[config.mk]
export PLATFORM = sky130hd
export DESIGN_NAME = s2p_frame_ctrl_flat
export DESIGN_NICKNAME = d
export VERILOG_FILES = /design/src/rtl/s2p_frame_if.sv /design/src/rtl/s2p_frame_ctrl.sv /design/src/flat_wrapper.sv
export SDC_FILE = /design/constraint.sdc
export NUM_CORES = 1
export LEC_CHECK = 0
export BUFFER_PORTS_ARGS = -buffer_cell sky130_fd_sc_hd__buf_2
export CORE_MARGIN = 1
export CORE_UTILIZATION = 58
export DETAILED_ROUTE_END_ITERATION = 12
export PLACE_DENSITY = 0.79
export SETUP_SLACK_MARGIN = 0.1
export SLEW_MARGIN = 40
export SYNTH_ARGS = -nofsm -noshare
export SYNTH_HDL_FRONTEND = slang
export SYNTH_SLANG_ARGS = --single-unit
[constraint.sdc]
create_clock -name CLOCK_50 -period 2.1 [get_ports CLOCK_50]
set_input_delay 0.315 -clock CLOCK_50 [delete_from_list [all_inputs] [get_ports CLOCK_50]]
set_output_delay 0.315 -clock CLOCK_50 [all_outputs]
set_load 0.02 [all_outputs]
[src/rtl/s2p_frame_if.sv]
// Serial-in / word-out handshake bundle between the bit source, the word
// consumer (master side) and s2p_frame_ctrl (slave side).
interface s2p_frame_if #(
  parameter int WIDTH = 8
) ();
  logic             ser_bit;
  logic             ser_valid;
  logic             word_ack;
  logic [WIDTH-1:0] word_data;
  logic             word_valid;

  modport master (
    output ser_bit, ser_valid, word_ack,
    input  word_data, word_valid
  );

  modport slave (
    input  ser_bit, ser_valid, word_ack,
    output word_data, word_valid
  );
endinterface

[src/rtl/s2p_frame_ctrl.sv]
// Frame controller: hunts a start bit, shifts WIDTH bits LSB first, checks
// optional even parity and holds the word until acknowledged.
module s2p_frame_ctrl #(
  parameter int WIDTH       = 8,
  parameter int PARITY_EN   = 1,
  parameter int TIMEOUT_CYC = 25_000_000
) (
  input  logic        CLOCK_50,
  input  logic        RESET_N,
  input  logic        enable,
  s2p_frame_if.slave  bus,
  output logic        parity_err,
  output logic        timeout_err,
  output logic        overrun_err,
  output logic [3:0]  bit_cnt,
  output logic [2:0]  state
);

  localparam int            TW     = (TIMEOUT_CYC > 1) ? $clog2(TIMEOUT_CYC) : 1;
  localparam logic [TW-1:0] T_LAST = TW'(TIMEOUT_CYC - 1);
  localparam logic [3:0]    LAST_BIT = 4'(WIDTH - 1);

  typedef enum logic [2:0] {
    IDLE   = 3'd0,
    HUNT   = 3'd1,
    SHIFT  = 3'd2,
    PARITY = 3'd3,
    HOLD   = 3'd4
  } state_t;

  state_t           state_q, state_n;
  logic [WIDTH-1:0] shreg, shreg_n;
  logic [TW-1:0]    timer, timer_n;
  logic [3:0]       cnt_n;
  logic             par_n, tout_n, ovr_n;

  always_comb begin
    // NOTE: every variable gets a default before the case so no path can leave
    // one unassigned, which would otherwise infer a latch.
    state_n = state_q;
    shreg_n = shreg;
    timer_n = timer;
    cnt_n   = bit_cnt;
    par_n   = parity_err;
    tout_n  = timeout_err;
    ovr_n   = overrun_err;

    unique case (state_q)
      IDLE: if (enable) state_n = HUNT;

      HUNT: begin
        if (!enable) begin
          state_n = IDLE;
          cnt_n   = '0;
        end else if (bus.ser_valid && !bus.ser_bit) begin
          state_n = SHIFT;
          cnt_n   = '0;
          par_n   = 1'b0;
          timer_n = '0;
        end
      end

      SHIFT, PARITY: begin
        if (!enable) begin
          state_n = IDLE;
          cnt_n   = '0;
        end else if (bus.ser_valid) begin
          timer_n = '0;
          if (state_q == SHIFT) begin
            shreg_n = {bus.ser_bit, shreg[WIDTH-1:1]};
            cnt_n   = bit_cnt + 4'd1;
            if (bit_cnt == LAST_BIT) state_n = (PARITY_EN != 0) ? PARITY : HOLD;
          end else begin
            par_n   = ^{shreg, bus.ser_bit};
            state_n = HOLD;
          end
        end else if (timer == T_LAST) begin
          // Reaching the limit leaves the frame, so the timer can never wrap.
          tout_n  = 1'b1;
          cnt_n   = '0;
          state_n = HUNT;
        end else begin
          timer_n = timer + 1'b1;
        end
      end

      HOLD: begin
        if (bus.word_ack)       state_n = enable ? HUNT : IDLE;
        else if (bus.ser_valid) ovr_n   = 1'b1;
      end

      default: state_n = IDLE;
    endcase

    // Sticky flags are wiped on the edge that enters IDLE, not a cycle later.
    if (state_n == IDLE) begin
      tout_n = 1'b0;
      ovr_n  = 1'b0;
    end
  end

  always_ff @(posedge CLOCK_50) begin
    // NOTE: state registers use non-blocking assignments so every register
    // samples the pre-edge values regardless of statement order.
    if (!RESET_N) begin
      state_q     <= IDLE;
      shreg       <= '0;
      timer       <= '0;
      bit_cnt     <= '0;
      parity_err  <= 1'b0;
      timeout_err <= 1'b0;
      overrun_err <= 1'b0;
    end else begin
      state_q     <= state_n;
      shreg       <= shreg_n;
      timer       <= timer_n;
      bit_cnt     <= cnt_n;
      parity_err  <= par_n;
      timeout_err <= tout_n;
      overrun_err <= ovr_n;
    end
  end

  assign state          = state_q;
  assign bus.word_valid = (state_q == HOLD);
  assign bus.word_data  = shreg;

endmodule

[src/flat_wrapper.sv]
// flat-port wrapper written by rule: the top's interface ports become plain ports
module s2p_frame_ctrl_flat 
#(
  parameter int WIDTH       = 8,
  parameter int PARITY_EN   = 1,
  parameter int TIMEOUT_CYC = 25_000_000
)
  (CLOCK_50, RESET_N, enable, parity_err, timeout_err, overrun_err, bit_cnt, state, bus_ser_bit, bus_ser_valid, bus_word_ack, bus_word_data, bus_word_valid);
  s2p_frame_if #(.WIDTH(WIDTH)) bus_i ();
  input  logic CLOCK_50;
  input  logic RESET_N;
  input  logic enable;
  output logic parity_err;
  output logic timeout_err;
  output logic overrun_err;
  output logic [3:0] bit_cnt;
  output logic [2:0] state;
  input wire logic [$bits(bus_i.ser_bit)-1:0] bus_ser_bit;
  input wire logic [$bits(bus_i.ser_valid)-1:0] bus_ser_valid;
  input wire logic [$bits(bus_i.word_ack)-1:0] bus_word_ack;
  output wire logic [$bits(bus_i.word_data)-1:0] bus_word_data;
  output wire logic [$bits(bus_i.word_valid)-1:0] bus_word_valid;
  assign bus_i.ser_bit = bus_ser_bit;
  assign bus_i.ser_valid = bus_ser_valid;
  assign bus_i.word_ack = bus_word_ack;
  assign bus_word_data = bus_i.word_data;
  assign bus_word_valid = bus_i.word_valid;
  s2p_frame_ctrl #(.WIDTH(WIDTH), .PARITY_EN(PARITY_EN), .TIMEOUT_CYC(TIMEOUT_CYC)) u_core (.CLOCK_50(CLOCK_50), .RESET_N(RESET_N), .enable(enable), .bus(bus_i), .parity_err(parity_err), .timeout_err(timeout_err), .overrun_err(overrun_err), .bit_cnt(bit_cnt), .state(state));
endmodule
## Word level (Yosys, flattened, before mapping)

Cells that the tools add are included.

| word-level totals | value |
|---|---|
| register bits | 43 |
| input port bits | 6 |
| output and inout bits | 19 |
| word-level logic and storage cells | 71 |

| cells by class | value |
|---|---|
| add/sub/neg operators | 2 |
| equal/unequal tests | 15 |
| multiplexer cells | 30 |
| bitwise logic cells | 3 |
| reductions and logical operators | 14 |

Operators with widths:

| kind | number |
|---|---|
| 25-bit 2-to-1 mux | 5 |
| 25-bit one-hot mux with 2 select lines | 1 |
| 3-bit 2-to-1 mux | 9 |
| 25-bit by 1-bit adder with 25-bit output (second input constant) | 1 |
| 25-bit == test (second input constant) | 1 |
| 4-bit 2-to-1 mux | 6 |
| 3-bit one-hot mux with 4 select lines | 1 |
| 4-bit AND reduction | 3 |
| 9-bit parity | 1 |
| 2-bit != test (second input constant) | 4 |
| 4-bit by 3-bit != test with 1-bit output (second input constant) | 2 |
| 4-bit one-hot mux with 2 select lines | 1 |
| 3-bit by 2-bit == test with 1-bit output (second input constant) | 2 |
| 3-bit zero test | 2 |
| 1-bit 2-to-1 mux | 6 |
| 6-bit AND reduction | 1 |
| 5-bit AND reduction | 1 |
| 4-bit by 1-bit adder with 4-bit output (second input constant) | 1 |
| 4-bit by 3-bit == test with 1-bit output (second input constant) | 1 |
| 2-bit OR reduction | 2 |
| 3-bit by 1-bit == test with 1-bit output (second input constant) | 1 |
| 3-bit == test (second input constant) | 1 |
| 3-bit by 2-bit != test with 1-bit output (second input constant) | 1 |
| 3-bit != test (second input constant) | 1 |
| 7 further kinds | 9 |

## Longest topological paths before layout

| depth | value |
|---|---|
| word-level depth | 8 |
| mapped depth | 7 |
| mapped depth without buffers | 6 |

## Least setup slack after synthesis

OpenSTA, ideal clock, no wires.

| timing path | value |
|---|---|
| path kind | register to register |
| start point | reg u_core.state_q[2] (netlist: u_core.state[2]) |
| end point | reg u_core.overrun_err |
| library setup time | 0.146 ns |
| arrival | 1.660 ns |
| required time | 1.954 ns |
| setup slack | 0.294 ns |
| stages on the path, launching flop included | 7 |
| buffers on the path | 2 |
| clock period less this slack | 1.806 ns |
| cell sequence | dfxtp_1 buf_2 and4b_1 clkbuf_1 and2_1 o41ai_1 a211oi_2 |

| on the way | value |
|---|---|
| longest elaborated chain between the ends | 7 |
| elaborated cells between the ends (all ways) | 19 |
| those cells by class | eq/ne (4); mux (10); reduce/logical (5) |

Ends and longest elaborated chain:

| element | line | source |
|---|---|---|
| start: declaration | s2p_frame_ctrl.sv:31 | `state_t state_q, state_n;` |
| start signal: assignment | s2p_frame_ctrl.sv:114 | `state_q <= state_n;` |
| 3-bit by 2-bit == test with 1-bit output or 3-bit 2-to-1 mux (tied branches) | s2p_frame_ctrl.sv:48, s2p_frame_ctrl.sv:69, s2p_frame_ctrl.sv:72 |  |
| 3-bit 2-to-1 mux | s2p_frame_ctrl.sv:69 | `if (state_q == SHIFT) begin` |
| 3-bit 2-to-1 mux | s2p_frame_ctrl.sv:67 | `end else if (bus.ser_valid) begin` |
| 3-bit 2-to-1 mux | s2p_frame_ctrl.sv:64 | `if (!enable) begin` |
| 3-bit one-hot mux with 4 select lines | s2p_frame_ctrl.sv:48 | `unique case (state_q)` |
| 3-bit zero test | s2p_frame_ctrl.sv:96 | `if (state_n == IDLE) begin` |
| 2-bit OR reduction (no source line) | - |  |
| end signal: assignment | s2p_frame_ctrl.sv:120 | `overrun_err <= ovr_n;` |
| end: declaration | s2p_frame_ctrl.sv:14 | `output logic overrun_err,` |

Parallel ways exist; a longest one is shown, timed or not.
A chain may end at the register's enable or synchronous reset.

## Final worst setup path

| timing path | value |
|---|---|
| start point | reg u_core.state_q[1] (netlist: u_core.state[1]) |
| end point | reg u_core.bit_cnt[2] |

| on the way | value |
|---|---|
| longest elaborated chain between the ends | 4 |
| elaborated cells between the ends (all ways) | 10 |
| those cells by class | eq/ne (6); mux (1); reduce/logical (3) |

Ends and longest elaborated chain:

| element | line | source |
|---|---|---|
| 3-bit by 2-bit == test with 1-bit output, on equally long branches | s2p_frame_ctrl.sv:48, s2p_frame_ctrl.sv:69 |  |
| 2-bit OR reduction | s2p_frame_ctrl.sv:48 |  |
| 4-bit by 3-bit != test with 1-bit output (no source line) or 2-bit nonzero test (tied branches) | - |  |
| 4-bit AND reduction (no source line) | - |  |
| end signal: assignment | s2p_frame_ctrl.sv:117 | `bit_cnt <= cnt_n;` |
| end: declaration | s2p_frame_ctrl.sv:15 | `output logic [3:0] bit_cnt,` |

Parallel ways exist; a longest one is shown, timed or not.

==> run metrics <==
outcome completed; GRT Util Overall 25.0%; Syn. warnings 0; Worst-Skew Late Latency 0.30 ns; minimum clock period 1.90 ns; Die ar. 4320 sq um; highest clock rate 526 MHz; Startpoint Class flip-flop; core footprint 3770 sq um; commonest non-fill, non-tap cell in the layout dfxtp_1; reg2reg end u_core.bit_cnt[2]; Required @ worst endpoint 2.33 ns; DR DRC count 0; Crit Path Category reg -> reg; Clk pin slew, worst setup/hold paths 0.09 ns; first-pass GRT wire length 8270 um; worst slack at placement 0.154 ns; Rows 22; clk_skew 0.00890 ns; RSZ-0062 raised after global routing yes; dpl hpwl 3530 um; initial core utilization 62.4%; global placement routability congestion 0.882; Cell Area, Synth 2350 sq um; Iteration-0 DRC Markers 180; CTS H-Tree Depth 2; period utilization 90.6%; XOR/XNOR Fraction of Synth Area 8.77%; ys flop type dfxtp_1; DRT antenna net count 0; Post-Synth Adder-Cell Area 1.06%; via/cell ratio 5.84; area grow syn2layout 15.7%; clk root buf clkbuf_8; most frequent cells in the layout dfxtp_1 (41), nor2_1 (40), buf_2 (24); Yosys cell types 64; maximum vdd drop 0.397 mV; crit end category flip-flop; Final Util 72.2%; clk sink count 43; flops & latches, synth 43; sequential fraction of the synthesis area 36.6%; Post-Synthesis Cells 272; P_leak 0.00101 uW; crit path DAT 2.13 ns; PD cells 565 nW/um^2; Async SR Flop Fraction 0%; antenna violations before repair 0; syn avg cell area 8.66 sq um; Compound-Gate Fraction of Synth Area 15.3%; Slew @ Worst Pin 0.575 ns; Reg2Reg Setup Slack 0.20 ns; pin count of the biggest net entering global routing 23; setup TNS 0 ns; number of synthesized flops with an enable pin 0; count of final hold-check violations 0; Crit. Startpoint u_core.state[1]; clock buffer depth 2; Vias 2054; GRT Residual Overflow 0; crit path capture u_core.bit_cnt[2]; CTS Buf Count 5; HP Class in -> reg; post-cts hold buffer count 0; final setup fails 0; Slew HR 61.6%; Pre-antenna DRT Iters 4; simple-gate share of the synthesized area 30.4%; die width 65.7 um; largest family of logic cells by synthesized area simple AND/OR/NAND/NOR gates; Antenna Cells 0; worst setup margin 0.197 ns; Max Cap Viol 0; Routed Wire Length 5100 um; number of global-route vias before repair 1847; Worst R2R Path Depth 6; drt wl/cell 14.5 um; PortBufs 24; CTS tree yes; mux cell area share after synthesis 3.40%; Die Ht 65.7 um; Layout Nets 311; Max Fanout on Critical Path 12; IO Pins 25; Post-Synthesis Net Count 280; Reg-to-Reg Start u_core.state[1]; share of layout cells above drive strength 1 21.7%; fin. max-slew vios 0
-- layout make-up --
class	count	area (sq um)
Multi-Input combinational cell	206	1420
Fill cell	279	1050
Sequential cell	43	863
Timing Repair Buffer	37	230
Clock buffer	5	68.8
Tap cell	48	60.1
Clock inverter	3	43.8
Inverter	10	37.5
-- critical path, stage by stage (launching register included) --
cell and delay, ns:
dfxtp_1 0.63, buf_4 0.23, nor2b_1 0.34, nand2_1 0.09, a21oi_1 0.25, nor2_1 0.12
a31oi_1 0.18
-- how the worst min path moves through the flow --
| stage | slack (ns) | to | depth (start not counted) | from |
|---|---|---|---|---|
| floorplan | 0.46 | u_core.timer[3] | 2 | u_core.timer[3] |
| global placement | 0.48 | u_core.bit_cnt[2] | 1 | u_core.bit_cnt[2] |
| detailed placement | 0.49 | u_core.bit_cnt[0] | 1 | u_core.bit_cnt[0] |
| CTS | 0.37 | u_core.bus.word_data[7] | 3 | bus_ser_bit |
| global route | 0.38 | u_core.bus.word_data[7] | 3 | bus_ser_bit |
| finish | 0.37 | u_core.bus.word_data[7] | 3 | bus_ser_bit |
-- report_power, final --
group          internal [uW]  switching (uW)  leakage, uW
combinational           27.7            49.3     0.000603
clock                    354             292    0.0000581
sequential               816            1.74     0.000347
-- Yosys cell counts, drive strengths merged, types with 2 or more instances --
cell type | count | area share (%)
nand2b | 3 | 0.80
or2 | 3 | 0.80
o21ai | 9 | 1.9
inv | 10 | 1.6
nor2 | 40 | 6.4
buf | 8 | 2.1
nor2b | 4 | 1.1
nand4 | 4 | 1.3
a211oi | 4 | 1.5
ha | 2 | 1.1
and2 | 4 | 1.1
a31oi | 5 | 1.6
nand3 | 11 | 2.6
nor4 | 7 | 3.7
a31o | 2 | 0.74
xnor2 | 20 | 7.4
dfxtp | 43 | 37
nand2 | 18 | 3.0
mux2i | 8 | 3.4
clkbuf | 5 | 0.80
a21oi | 17 | 3.8
and4b | 2 | 0.85
o31ai | 3 | 0.96
or3 | 2 | 0.53
nor3 | 12 | 3.7
nand3b | 2 | 0.64
nor4b | 2 | 1.0
-- routing by layer --
metal / global-route usage, % / vias to the layer above / part of all wire, %
met5: 0 / - / 0
met4: 9.24 / 0 / 1.6
met3: 4.86 / 9 / 4.4
met2: 40.9 / 63 / 46
met1: 32.3 / 951 / 47
li1: - / 1031 / -
-- cells by family (layout without fill, tap and decap cells) --
kind of cell             after synthesis  count (layout)
XOR/XNOR                              22              22
multiplexers                           8               8
AND/OR/NAND/NOR                      122             122
AO/OA/AOI/OAI                         52              52
adder cells (fa/ha/maj)                2               2
flip-flops                            43              43
buffers and inverters                 23              55
-- sequential cells by signal, summed over array words and instances, names as in the netlist --
name                  flops
u_core.bus.word_data      8
u_core.bit_cnt            4
u_core.overrun_err        1
u_core.state              3
u_core.timeout_err        1
u_core.timer             25
u_core.parity_err         1
-- what timing repair did --
action                                  4_1_cts  5_1_grt
hold endpoints to repair                      0        0
gates resized for setup                       0        6
setup buffers                                 0        2
endpoints found under the setup margin        0        5
-- metrics by stage --
step	instance area, sq um	std cells	hold WS, ns	power (uW)
finish	2720	352	0.369	1540
global route	2720	352	0.376	1590
floorplan	2350	272	0.456	883
CTS	2680	350	0.365	1550
global placement	2560	342	0.480	909
detailed placement	2560	342	0.487	909
No activity file was read; power rests on OpenSTA's default activity.
